File: src/rtl/pipe_pkg.sv
// Shared pipeline-stage types and default constants used by the IF/ID register
// and other pipeline stages.
package pipe_pkg;

    localparam int INST_W_DEF = 32;
    localparam int PC_W_DEF   = 64;

    // Canonical AArch64 NOP, driven whenever a stage holds no valid entry.
    localparam logic [31:0] ARM_NOP = 32'hD503201F;

    typedef enum logic [1:0] {
        OCC_EMPTY,
        OCC_ONE,
        OCC_TWO
    } occ_state_t;

endpackage

File: src/rtl/sat_counter.sv
// Saturating up-counter for stage performance counters: it sticks at all-ones
// instead of wrapping.
module sat_counter #(
    parameter int CNT_W = 16
) (
    input  logic             clk,
    input  logic             reset,
    input  logic             clear,
    input  logic             inc,
    output logic [CNT_W-1:0] count
);

    always_ff @(posedge clk) begin
        // NOTE: sequential state uses non-blocking assignments, so every register samples pre-edge values.
        if (reset || clear) begin
            count <= '0;
        end else if (inc && (count != '1)) begin
            count <= count + CNT_W'(1);
        end
    end

endmodule

File: src/rtl/elastic_if_id_reg.sv
// Elastic IF/ID pipeline register: a valid/ready stage with a one-entry skid buffer,
// a flush squash, a canonical bubble output and a saturating stall counter.
module elastic_if_id_reg
    import pipe_pkg::*;
#(
    parameter int                INST_W   = INST_W_DEF,
    parameter int                PC_W     = PC_W_DEF,
    parameter logic [INST_W-1:0] NOP_INST = INST_W'(ARM_NOP),
    parameter int                CNT_W    = 16
) (
    input  logic              clk,
    input  logic              reset,
    input  logic              flush,
    input  logic              in_valid,
    output logic              in_ready,
    input  logic [PC_W-1:0]   in_pc,
    input  logic [INST_W-1:0] in_inst,
    output logic              out_valid,
    input  logic              out_ready,
    output logic [PC_W-1:0]   out_pc,
    output logic [INST_W-1:0] out_inst,
    output logic [CNT_W-1:0]  stall_cnt
);

    occ_state_t        state;
    logic [PC_W-1:0]   main_pc;
    logic [INST_W-1:0] main_inst;
    logic [PC_W-1:0]   skid_pc;
    logic [INST_W-1:0] skid_inst;
    logic              accept;
    logic              drain;

    // in_ready comes only from registered state, so out_ready never reaches fetch combinationally.
    assign in_ready  = (state != OCC_TWO) && !reset;
    assign out_valid = (state != OCC_EMPTY);
    assign accept    = in_valid && in_ready;
    assign drain     = out_valid && out_ready;

    assign out_pc   = out_valid ? main_pc   : '0;
    assign out_inst = out_valid ? main_inst : NOP_INST;

    // NOTE: only the occupancy state is reset; slot payloads are qualified by state and need no reset.
    always_ff @(posedge clk) begin
        if (reset) begin
            state <= OCC_EMPTY;
        end else if (flush) begin
            state <= OCC_EMPTY;
        end else begin
            unique case (state)
                OCC_EMPTY: begin
                    if (accept) begin
                        state     <= OCC_ONE;
                        main_pc   <= in_pc;
                        main_inst <= in_inst;
                    end
                end
                OCC_ONE: begin
                    if (accept && drain) begin
                        main_pc   <= in_pc;
                        main_inst <= in_inst;
                    end else if (accept) begin
                        state     <= OCC_TWO;
                        skid_pc   <= in_pc;
                        skid_inst <= in_inst;
                    end else if (drain) begin
                        state <= OCC_EMPTY;
                    end
                end
                OCC_TWO: begin
                    // Skid is always younger than main, so it moves up on drain.
                    if (drain) begin
                        state     <= OCC_ONE;
                        main_pc   <= skid_pc;
                        main_inst <= skid_inst;
                    end
                end
                default: state <= OCC_EMPTY;
            endcase
        end
    end

    sat_counter #(
        .CNT_W(CNT_W)
    ) u_stall_cnt (
        .clk  (clk),
        .reset(reset),
        .clear(1'b0),
        .inc  (out_valid && !out_ready && !flush),
        .count(stall_cnt)
    );

endmodule

File: config.mk
export PLATFORM = sky130hd
export DESIGN_NAME = elastic_if_id_reg
export DESIGN_NICKNAME = d
export VERILOG_FILES = /design/src/rtl/pipe_pkg.sv /design/src/rtl/sat_counter.sv /design/src/rtl/elastic_if_id_reg.sv
export SDC_FILE = /design/constraint.sdc
export NUM_CORES = 1
export LEC_CHECK = 0
export BUFFER_PORTS_ARGS = -buffer_cell sky130_fd_sc_hd__buf_2
export CORE_MARGIN = 3
export CORE_UTILIZATION = 40
export CTS_CLUSTER_DIAMETER = 40
export CTS_CLUSTER_SIZE = 40
export DETAILED_ROUTE_END_ITERATION = 6
export PLACE_DENSITY = 0.62
export SLEW_MARGIN = 20
export SYNTH_ARGS = -nofsm -noshare
export SYNTH_HDL_FRONTEND = slang
export SYNTH_SLANG_ARGS = --single-unit
export TNS_END_PERCENT = 20
File: constraint.sdc
create_clock -name clk -period 16.4 [get_ports clk]
set_input_delay 0.82 -clock clk [delete_from_list [all_inputs] [get_ports clk]]
set_output_delay 0.82 -clock clk [all_outputs]
set_load 0.03 [all_outputs]
==> key figures, run 1 <==
Status
  • Outcome: complete, no violations

Detailed routing
  • DRT iter0 DRCs: about 310
  • Avg Vias per Cell: slightly above 5
  • Antenna viol nets, final: 0
  • Detailed-route via count: roughly 5300
  • Number of remaining DRC errors: 0
  • Routed WL: between 15 and 20 mm
  • DR WL/cell: about 18 microns
  • DRT Pass-1 Iters: 5

Timing
  • Setup Skew: 16.7 ps
  • Final Setup Violations: 0
  • RSZ-0062 raised after global routing: no
  • Final setup TNS: 0 ps
  • Slew at the pin closest to its max-slew limit: 850 ps
  • Final hold slack: 470 ps
  • Final worst slack: between 10000 and 15000 ps
  • Worst slew margin: 0.432
  • Final Cycle Share: 0.211
  • Min cycle time layout: roughly 3500 ps
  • FMAX: approximately 290 MHz
  • Final max-slew violation count: 0
  • Count of final hold-check violations: 0

Clock network
  • H-tree depth: 1
  • Clk root buf: clkbuf_16
  • TritonCTS clock tree: yes
  • Clock buffer depth: 3
  • CTS Buf Count: 30
  • Post-CTS Resized: 0
  • Post CTS Setup Buffer Count: 0
  • Clock sink total: 210
  • Hold-fix buffers at CTS: 0
  • Reg clk slew, reported paths: 60 ps
  • Worst skew pair latency: 540 ps

Synth
  • Post-synth EDFFs: 192
  • Syn Std Cell Area: ~0.0085 sq mm
  • Post-synth top area share: 0.678
  • Syn avg cell area: 16.2 sq um
  • #FFs+latches synth: between 200 and 250
  • Main synth FF type: edfxtp_1
  • Post-synthesis sequential area ratio: 0.720
  • Ys async rst share: 0
  • Synth area leader: edfxtp_1
  • Syn. warnings: 0
  • Syn nets: roughly 630
  • Top cells by area, synth: edfxtp_1, mux2_2, and2_1
  • Post-Syn Instances: 525
  • Synth unique cells: 35

Pwr
  • Worst vdd ir: between 70 and 80 uV
  • PwrDens: about 130 mW/mm^2
  • P_leak: around 4.2 nW

Final layout
  • Post-layout net count: ~850
  • Share of cells above drive strength 1: 0.488
  • Finished Core Util: 0.537
  • Leading cell type in the layout, fill and taps excluded: buf_2
  • Area grow syn2layout: 29.6%
  • Most frequent cells in the layout: buf_2, edfxtp_1, mux2_2
  • Design Area, Final: 0.0110 sq mm

Critical path
  • Peak per-stage delay on the critical path: about 640 ps
  • Critical path class: reg -> out
  • Buf/Inv on CP: 2
  • Crit path max-delay family: simple AND/OR/NAND/NOR gates
  • Critical path arrival: roughly 2600 ps
  • Startpoint Class: flip-flop
  • Worst-path fanout max: 55
  • WP data required: between 15000 and 20000 ps
  • Crit end category: output port
  • Worst path slowest cell: or2_2
  • CP Cell Sequence: or2_2 > buf_4 > and2_1 > buf_2

Global routing
  • GRT Max-Usage Layer: met2
  • Vias in the first global route: between 5000 and 6000
  • Total Routing Usage GR: 0.158
  • Overflow after GRT: 0
  • Antenna violations before repair: 8
  • Largest net degree at the start of global routing: 59
  • First-pass GRT wire length: 30.2 mm
  • GR Util met2: 0.241
  • M3 GR Usage: 0.0552
  • Met1 capacity usage during global routing: 0.222

Placement
  • Post-Place Setup Slack: roughly 13000 ps
  • Port Buffers: 214
  • Placed cell area: 0.00989 sq mm
  • Final HPWL DP: roughly 12 mm
  • GPL Wtd Cong: ~0.80

Floorplan
  • Placeable Area: 0.0206 sq mm
  • # rows: 52
  • DIE HEIGHT: between 150 and 200 microns
  • # IOs: 215
  • Initial Util: 0.414
  • Die X: ~150 microns
  • Die area: ~0.023 sq mm

Run
  • Number of max-cap violations: 0

Min path
  • Worst Hold Class: in -> reg
worst reg2reg max path: stages, from the launching register on:
cell	delay, ps
dfxtp_1	450
or2_2	640
nand4_1	430
or4_1	590
mux2_1	330
sequential cells by signal (all words and copies together), names as in the netlist:
signal / count
main_pc: 64
skid_pc: 64
main_inst: 32
skid_inst: 32
u_stall_cnt.count: 16
state: 2
through the flow:
stage	cells	total power [W]
3_5_place_dp	988	0.000683
6_report	1046	0.00138
5_1_grt	1046	0.00143
3_3_place_gp	988	0.000681
2_1_floorplan	525	0.000653
4_1_cts	1044	0.00140
layout make-up:
type                       count  area [sq um]
clock inverter                24           367
clock buffer                  32           768
fill                        1737          9530
antenna                        2          5.00
timing repair buffer         221          1120
inverter                       3          11.3
sequential                   210          6130
multi-input combinational    284          2290
tap                          270           338
worst paths after layout:
kind	start	to	slack, ps	cells after the start
min reg2reg	u_stall_cnt.count[6]	u_stall_cnt.count[6]	530	2
max	state[0]	out_pc[0]	12950	4
max reg2reg	state[0]	u_stall_cnt.count[15]	13840	4
min	in_pc[19]	skid_pc[19]	470	1
Yosys cell counts, drive strengths merged, types with 2 or more instances:
cell type,number
a211oi,2
nor2b,5
a21oi,14
and3,2
o31ai,8
buf,6
edfxtp,192
nand3,4
dfxtp,18
nand2b,14
nor2,6
nor3,3
nand4,7
and2,83
inv,3
nor4,4
clkbuf,22
or4,8
or3,3
mux2,99
o21ai,3
and4,2
nand2,8
power breakdown:
part / total, W / internal, W / switching, W
Clock: 0.000713 / 0.000469 / 0.000243
Sequential: 0.000597 / 0.000595 / 0.00000242
Combinational: 0.0000739 / 0.0000291 / 0.0000448
metal layers:
metal  up-vias  routed length, microns
li1       2444                       -
met1      2602                    8170
met2       226                    8700
met3        42                    1790
met4        12                     329
met5         -                      52
logic make-up after synthesis:
family / Yosys count / synth area share
adder cells (fa/ha/maj): 1 / 0.00147
AO/OA/AOI/OAI: 30 / 0.0218
AND/OR/NAND/NOR: 154 / 0.111
buffers and inverters: 31 / 0.0146
multiplexers: 99 / 0.131
flip-flops: 210 / 0.720
Note: power is estimated with default switching activity, not from simulation.
==> run 2: changes to the inputs <==
clock period = 3.3 ns   (was 16.4 ns; I/O delays follow)
==> run 2 against run 1 <==
  * Setup slack got worse by 12000 ps
  * Via count increased by 6.6%
  * Core utilization increased by 4.5 points
  * Critical path type unchanged
  * Combinational power increased to 6.3 times the previous value
==> key figures, run 2 (same netlist as run 1, synthesis figures left out) <==
Status
  • Outcome: complete, no violations

Floorplan
  • DIE HEIGHT: roughly 150 microns
  • # rows: 52
  • Die area: about 0.023 sq mm
  • Die X: roughly 150 microns
  • Initial Util: 0.414
  • Placeable Area: 0.0206 sq mm
  • # IOs: between 200 and 250

Timing
  • FMAX: 407 MHz
  • Final Setup Violations: 0
  • Slew at the pin closest to its max-slew limit: 949 ps
  • Final setup TNS: 0 ps
  • Min cycle time layout: 2460 ps
  • Final max-slew violation count: 0
  • Worst slew margin: 0.367
  • Final Cycle Share: 0.745
  • RSZ-0062 raised after global routing: no
  • Count of final hold-check violations: 0
  • Final hold slack: 75.6 ps
  • Setup Skew: ~9.3 ps

Global routing
  • Total Routing Usage GR: 0.162
  • Overflow after GRT: 0
  • Antenna violations before repair: 0
  • Largest net degree at the start of global routing: 67
  • Vias in the first global route: 5998
  • First-pass GRT wire length: ~31 mm

Critical path
  • RR Startpoint: state[1]
  • Startpoint Class: flip-flop
  • Critical path class: reg -> out
  • CP Cell Sequence: or2_2 > buf_4 > and2_1 > buf_2
  • Critical path arrival: between 2000 and 2500 ps
  • Worst path slowest cell: buf_4
  • Crit end category: output port
  • R2R Path End: u_stall_cnt.count[15]
  • WP data required: 3130 ps
  • Reg2Reg Setup Slack: between 1000 and 1500 ps
  • Worst-path fanout max: 50
  • CP Launch Point: state[1]
  • Peak per-stage delay on the critical path: about 480 ps
  • FF-to-FF path depth: 4

Clock network
  • Post-CTS Resized: 0
  • Worst skew pair latency: 530 ps
  • Reg clk slew, reported paths: 50 ps
  • CTS Buf Count: 31
  • Clock sink total: 210
  • H-tree depth: 1
  • Clk root buf: clkbuf_16
  • TritonCTS clock tree: yes
  • Post CTS Setup Buffer Count: 0
  • Hold-fix buffers at CTS: 99
  • Clock buffer depth: 3

Detailed routing
  • Routed WL: roughly 19 mm
  • DR WL/cell: 16.9 microns
  • DRT Pass-1 Iters: 4
  • Avg Vias per Cell: roughly 5.0
  • DRT iter0 DRCs: between 200 and 250
  • Number of remaining DRC errors: 0
  • Detailed-route via count: around 5700
  • Antenna viol nets, final: 0

Final layout
  • Design Area, Final: 0.0120 sq mm
  • Leading cell type in the layout, fill and taps excluded: buf_2
  • Share of cells above drive strength 1: 0.432
  • Most frequent cells in the layout: buf_2, edfxtp_1, dlygate4sd3_1
  • Post-layout net count: approximately 950
  • Fillers: 1635
  • Antenna Cells: 0
  • Largest registers: main_pc (64), skid_pc (64)
  • Finished Core Util: 0.582
  • Area grow syn2layout: 40.6%

Pwr
  • P_leak: 4.57 nW
  • Worst vdd ir: roughly 500 uV
  • PwrDens: 557 mW/mm^2

Run
  • Number of max-cap violations: 0

Min path
  • Worst Hold Launch: in_valid
  • Hold Path Cell Cnt: 4
  • Worst Hold Class: in -> reg
  • Worst Hold End: state[0]

Placement
  • Placed cell area: approximately 0.01 sq mm
  • GPL Wtd Cong: between 0.7 and 0.8
  • Final HPWL DP: roughly 12 mm
  • Port Buffers: ~210
[run 2: worst max-delay path by stage]
stage                                  endpoint  slack (ps)  cells after the start
after floorplan                    skid_inst[0]        -700                      2
after global placement    u_stall_cnt.count[15]        1210                      4
after detailed placement  u_stall_cnt.count[13]        1120                      4
after CTS                             out_pc[6]         780                      4
after global routing                  out_pc[6]         630                      4
final                                 out_pc[6]         840                      4
[run 2: metrics by stage]
step	instances	worst slack (ps)	power, W
3_3_place_gp	990	1210	0.00338
2_1_floorplan	525	-698	0.00324
6_report	1146	842	0.00667
3_5_place_dp	990	1120	0.00339
4_1_cts	1146	779	0.00675
5_1_grt	1146	629	0.00690
[run 2: layout make-up]
cell class                      count  area, sq um  share of cell area
Clock buffer                       35          791              0.0661
Clock inverter                     22          245              0.0205
Inverter                            3         11.3            0.000942
Multi-Input combinational cell    284         2310               0.193
Sequential cell                   210         6130               0.513
Tap cell                          270          338              0.0282
Timing Repair Buffer              322         2130               0.178
[run 2: worst max-delay path, delay by kind of cell, from the launching register on]
| family | cells | cell delay [ps] |
|---|---|---|
| buf+inv | 2 | 690 |
| simple gates | 2 | 650 |
| flops | 1 | 380 |
[run 2: metal layers]
layer | up-vias | GRT usage | wire length (microns)
met5 | - | 0 | 0
met4 | 0 | 0.0531 | 567
met3 | 49 | 0.0526 | 1500
met2 | 218 | 0.277 | 9500
met1 | 2766 | 0.194 | 7750
li1 | 2646 | - | -
[run 2: report_power, final]
group	switching (W)	internal, W	total (W)
Combinational	0.000242	0.000223	0.000465
Sequential	0.0000104	0.00296	0.00297
Clock	0.00113	0.00210	0.00323
